File: src/rtl/pipe_pkg.sv
// Shared state encoding and sizing for the pipeline stall/flush sequencer.
package pipe_pkg;

  typedef enum logic [1:0] {
    RUN       = 2'd0,
    DMEM_WAIT = 2'd1,
    HALT      = 2'd2,
    ERR       = 2'd3
  } state_t;

  localparam int MEM_TIMEOUT_DEF = 15;
  localparam int CNT_W           = 8;

endpackage

File: src/rtl/wait_timer.sv
// Saturating wait-cycle counter; expired is combinational from the count (0-cycle latency).
// clear wins over inc; the count never wraps.
module wait_timer #(
  parameter int W = 8
) (
  input  logic         clk,
  input  logic         rst,
  input  logic         clear,
  input  logic         inc,
  input  logic [W-1:0] limit,
  output logic         expired
);

  logic [W-1:0] cnt;

  always_ff @(posedge clk) begin
    if (rst || clear) begin
      cnt <= '0;
    end else if (inc && (cnt != {W{1'b1}})) begin
      cnt <= cnt + {{(W-1){1'b0}}, 1'b1};
    end
  end

  assign expired = (cnt == limit);

endmodule

File: src/rtl/pipe_sequencer.sv
// Merges load-use, branch, memory-wait and debug-halt into per-stage enables/flushes (0-cycle).
// bubble_ma, mem_err and state_o are registered (1-cycle); memory waits freeze the whole pipe.
module pipe_sequencer
  import pipe_pkg::*;
#(
  parameter int MEM_TIMEOUT = MEM_TIMEOUT_DEF
) (
  input  logic       clk,
  input  logic       rst,
  input  logic       ldu_stall_i,
  input  logic       br_taken_i,
  input  logic       imem_ready_i,
  input  logic       dmem_req_i,
  input  logic       dmem_ready_i,
  input  logic       halt_i,
  input  logic       resume_i,
  output logic       pc_en,
  output logic       ifid_en,
  output logic       ifid_flush,
  output logic       idex_en,
  output logic       idex_flush,
  output logic       exmem_en,
  output logic       memwb_en,
  output logic       bubble_ma,
  output logic       mem_err,
  output logic [1:0] state_o
);

  localparam logic [CNT_W-1:0] LIMIT = CNT_W'(MEM_TIMEOUT);

  state_t state;
  state_t state_nx;
  logic   halt_pend;
  logic   halt_pend_nx;
  logic   ldu_bubble;
  logic   cnt_inc;
  logic   cnt_expired;

  wait_timer #(.W(CNT_W)) u_wait_timer (
    .clk     (clk),
    .rst     (rst),
    .clear   (!cnt_inc),
    .inc     (cnt_inc),
    .limit   (LIMIT),
    .expired (cnt_expired)
  );

  always_comb begin
    pc_en        = 1'b0;
    ifid_en      = 1'b0;
    ifid_flush   = 1'b0;
    idex_en      = 1'b0;
    idex_flush   = 1'b0;
    exmem_en     = 1'b0;
    memwb_en     = 1'b0;
    state_nx     = state;
    halt_pend_nx = halt_pend;
    ldu_bubble   = 1'b0;
    cnt_inc      = 1'b0;
    case (state)
      RUN: begin
        if (dmem_req_i && !dmem_ready_i) begin
          state_nx = DMEM_WAIT;
          cnt_inc  = 1'b1;
        end else if (halt_i || halt_pend) begin
          state_nx     = HALT;
          halt_pend_nx = 1'b0;
        end else if (br_taken_i) begin
          // Branch outranks load-use: the stalled ID instruction is wrong-path anyway.
          {pc_en, ifid_en, idex_en, exmem_en, memwb_en} = 5'b11111;
          ifid_flush = 1'b1;
          idex_flush = 1'b1;
        end else if (ldu_stall_i) begin
          idex_en    = 1'b1;
          idex_flush = 1'b1;
          exmem_en   = 1'b1;
          memwb_en   = 1'b1;
          ldu_bubble = 1'b1;
        end else if (!imem_ready_i) begin
          {ifid_en, idex_en, exmem_en, memwb_en} = 4'b1111;
          ifid_flush = 1'b1;
        end else begin
          {pc_en, ifid_en, idex_en, exmem_en, memwb_en} = 5'b11111;
        end
      end
      DMEM_WAIT: begin
        if (halt_i) halt_pend_nx = 1'b1;
        // Ready wins over a coincident timeout.
        if (dmem_ready_i)     state_nx = RUN;
        else if (cnt_expired) state_nx = ERR;
        else                  cnt_inc  = 1'b1;
      end
      HALT: begin
        halt_pend_nx = 1'b0;
        if (resume_i) state_nx = RUN;
      end
      default: state_nx = ERR;
    endcase
    if (rst) begin
      {pc_en, ifid_en, idex_en, exmem_en, memwb_en} = 5'b00000;
      ifid_flush = 1'b1;
      idex_flush = 1'b1;
    end
  end

  always_ff @(posedge clk) begin
    if (rst) begin
      state     <= RUN;
      halt_pend <= 1'b0;
      bubble_ma <= 1'b0;
      mem_err   <= 1'b0;
    end else begin
      state     <= state_nx;
      halt_pend <= halt_pend_nx;
      bubble_ma <= ldu_bubble;
      if (state_nx == ERR) mem_err <= 1'b1;
    end
  end

  assign state_o = state;

endmodule

File: config.mk
export PLATFORM = sky130hd
export DESIGN_NAME = pipe_sequencer
export DESIGN_NICKNAME = d
export VERILOG_FILES = /design/src/rtl/pipe_pkg.sv /design/src/rtl/wait_timer.sv /design/src/rtl/pipe_sequencer.sv
export SDC_FILE = /design/constraint.sdc
export NUM_CORES = 1
export LEC_CHECK = 0
export ABC_AREA = 1
export CAP_MARGIN = 20
export CORE_AREA = 5 5 45 47
export DETAILED_ROUTE_END_ITERATION = 6
export DIE_AREA = 0 0 50 52
export DONT_BUFFER_PORTS = 1
export GPL_ROUTABILITY_DRIVEN = 0
export HOLD_SLACK_MARGIN = 0.12
export PLACE_DENSITY_LB_ADDON = 0.05
export SETUP_SLACK_MARGIN = 0.05
export SYNTH_ARGS = -nofsm -noshare
export SYNTH_HDL_FRONTEND = slang
export SYNTH_SLANG_ARGS = --single-unit
File: constraint.sdc
create_clock -name clk -period 3.1 [get_ports clk]
set_input_delay 0.465 -clock clk [delete_from_list [all_inputs] [get_ports clk]]
set_output_delay 0.465 -clock clk [all_outputs]
set_load 0.05 [all_outputs]
==> metrics.csv <==
stage,metric,value,unit
clocking,clock transition at the registers of the reported paths,0.08,ns
route,initial DRC count,5,
route,DR vias/cell,5.19,
floorplanning,Die Y,52,um
yosys,Yosys reg bits,13,
yosys,Most used DFF post-synth,dfxtp_1,
yosys,top-count cell post-synth,nand2_1,
yosys,XOR/XNOR share of the synthesized area,0.0444,
sta,final worst path period need,2.29,ns
worst_setup_path,worst endpoint required time,2.63,ns
sta,RSZ-0062 raised after global routing,no,
floorplanning,initial core utilization,0.488,
sta,Slew HR,0.610,
placed_design,DP HPWL,1.22,mm
worst_setup_path,CP Capture Type,output pin,
floorplanning,die area,2600,um2
pwr,Pint,0.000249,W
global_routing,first-pass GRT wire length,2.72,mm
sta,Final Max Slew Viols,0,
final_layout,Area Overhead vs Synth,8.89,%
yosys,Synth Area in Adders,0.0159,
yosys,largest family of logic cells by synthesized area,simple AND/OR/NAND/NOR gates,
yosys,syn_nets,124,
yosys,"Seq/Total Area, Yosys",0.330,
final_layout,ratio of cells with drive above 1 in the final layout,0.132,
pwr,Leakage Power,0.406,nW
final_layout,final net count,132,
yosys,main area contributors after synthesis,"dfxtp_1 (33%), nand2_1 (12%), nand3_1 (8.9%)",
global_routing,Total Routing Usage GR,0.130,
yosys,commonest cells in the netlist,"nand2_1 (26), inv_1 (14), nand3_1 (14)",
worst_setup_path,type of origin of the critical path,flop,
final_layout,layout filler cell count,167,
floorplanning,die width,50,um
clocking,CTS Sinks,13,
placed_design,Port Buf Inserts,0,
sta,clk_skew,0.00447,ns
clocking,hold buffers post-CTS,0,
worst_setup_path,CP arrival,1.82,ns
final_layout,multi-input logic area,457,um2
worst_setup_path,Crit Path Class,flop to output pin,
sta,# setup viols final,0,
run,max-cap viol count,0,
sta,period utilization,0.738,
yosys,Synth top area share,0.330,
pwr,clock power share,0.267,
sta,actual transition at the worst max-transition pin,0.584,ns
route,DR DRC count,0,
yosys,Cell variety after synth,23,
route,wire per inst,11.2,um
placed_design,placed instance area,832,um2
clocking,htree depth,1,
worst_setup_path,reg2reg setup slack,1.42,ns
yosys,number of synthesized flops with an enable pin,0,
yosys,number of synthesis warnings,0,
pwr,net switching power figure,0.000136,W
yosys,synthesized area,788,um2
floorplanning,IO Pins,20,
pwr,Seq pwr share,0.505,
global_routing,largest net degree at the start of global routing,10,
route,routed wire length,1.55,mm
clocking,CTS-repair resized insts,0,
yosys,"FFs w/ async S/R, synth",0,
clocking,Max Buffers Root-to-Sink,2,
global_routing,grt ovf,0,
worst_setup_path,"Max FO, Critical Path",4,
sta,Max Clk Rate,0.437,GHz
floorplanning,total core area,1610,um2
final_layout,Final Cell Area,858,um2
route,Final ANT Viol Nets,0,
route,vias,716,
pwr,Comb pwr share,0.228,
floorplanning,row count,15,
final_layout,final core utilization,0.532,
pwr,maximum VDD drop,0.287,mV
final_layout,Sequential Area,260,um2
global_routing,initial antenna violation count,0,
sta,Worst Hold Slack,0.251,ns
final_layout,Antenna Cells,0,
yosys,Synth area leader,dfxtp_1,
sta,setup TNS,0,ns
global_routing,vias in the first global route,696,
yosys,post-synthesis compound-gate area fraction,0.140,
clocking,worst skew pair latency,0.27,ns
clocking,Num CTS Buffers,3,
route,first-pass iteration count of the detailed router,4,
run_status,outcome,completed,
pwr,switching part of the total,0.353,
yosys,Mapped Cells,114,
yosys,mux cell area share after synthesis,0,
sta,Fin. Hold Viols,0,
clocking,clock root cell,clkbuf_4,
hold_path,Hold WC Path Type,input pin to flop,
yosys,Mapped Avg Cell Area,6.91,um2
yosys,Synth Area in Simple Gates,0.379,
clocking,CTS tree,done,
pwr,PD cells,448,nW/um2
clocking,Post-CTS Setup Bufs,0,
-- registers in the layout (all words and copies together) (netlist names) --
signal	flops
bubble_ma	1
halt_pend	1
mem_err	1
state_o	2
u_wait_timer.cnt	8
-- cell families (layout without fill, tap and decap cells) --
logic type / count (synthesis) / after routing
compound gates: 19 / 19
xor+xnor: 4 / 4
fa+ha+maj: 1 / 1
buf+inv: 17 / 24
flops: 13 / 13
simple gates: 60 / 60
-- cell type report --
| cell class | count | area share |
|---|---|---|
| Timing Repair Buffer | 5 | 0.0437 |
| Clock buffer | 4 | 0.0306 |
| Tap cell | 17 | 0.0248 |
| Sequential cell | 13 | 0.303 |
| Multi-Input combinational cell | 84 | 0.532 |
| Inverter | 15 | 0.0656 |
-- metal layers --
layer / part of all wire / global-route usage
met4: 0 / 0.0131
met3: 0.076 / 0.0573
met1: 0.45 / 0.156
met2: 0.47 / 0.220
met5: 0 / 0
-- cells in the final DEF (no fill, tap or decap), drive strengths merged --
cell	n
dfxtp	13
o21ai	3
a31oi	3
a21oi	10
nor2	10
or2	1
buf	5
o21bai	1
nand3	14
o21a	2
xor2	2
clkbuf	4
inv	15
ha	1
nor3	1
nand4	1
xnor2	2
nand3b	4
nand2	29
-- worst paths after layout --
kind | from | to | depth (start not counted)
setup / recovery | state_o[1] | pc_en | 7
hold / removal | rst | state_o[1] | 1
setup reg to reg | state_o[0] | u_wait_timer.cnt[3] | 6
hold reg to reg | halt_pend | halt_pend | 2
-- per-stage QoR --
stage / total power, W / instances / setup slack, ns
2_1_floorplan: 0.000271 / 114 / 0.341
5_1_grt: 0.000410 / 138 / 0.602
3_3_place_gp: 0.000287 / 134 / 1.14
6_report: 0.000385 / 138 / 0.813
3_5_place_dp: 0.000287 / 134 / 1.09
4_1_cts: 0.000392 / 138 / 0.778
-- power by group through the flow --
stage,Combinational [W],Clock (W),Sequential [W]
2_1_floorplan,0.0000738,0,0.000197
3_3_place_gp,0.0000885,0,0.000198
3_5_place_dp,0.0000882,0,0.000199
4_1_cts,0.0000885,0.000109,0.000195
5_1_grt,0.0000978,0.000117,0.000196
6_report,0.0000876,0.000103,0.000195
-- critical path: stages, from the launching register on --
cell	delay [ns]
dfxtp_1	0.51
nor2_1	0.25
nand2_1	0.10
inv_1	0.08
nand3_1	0.11
a21oi_1	0.18
o21a_1	0.14
buf_4	0.19
(Power assumes the default switching activity.)
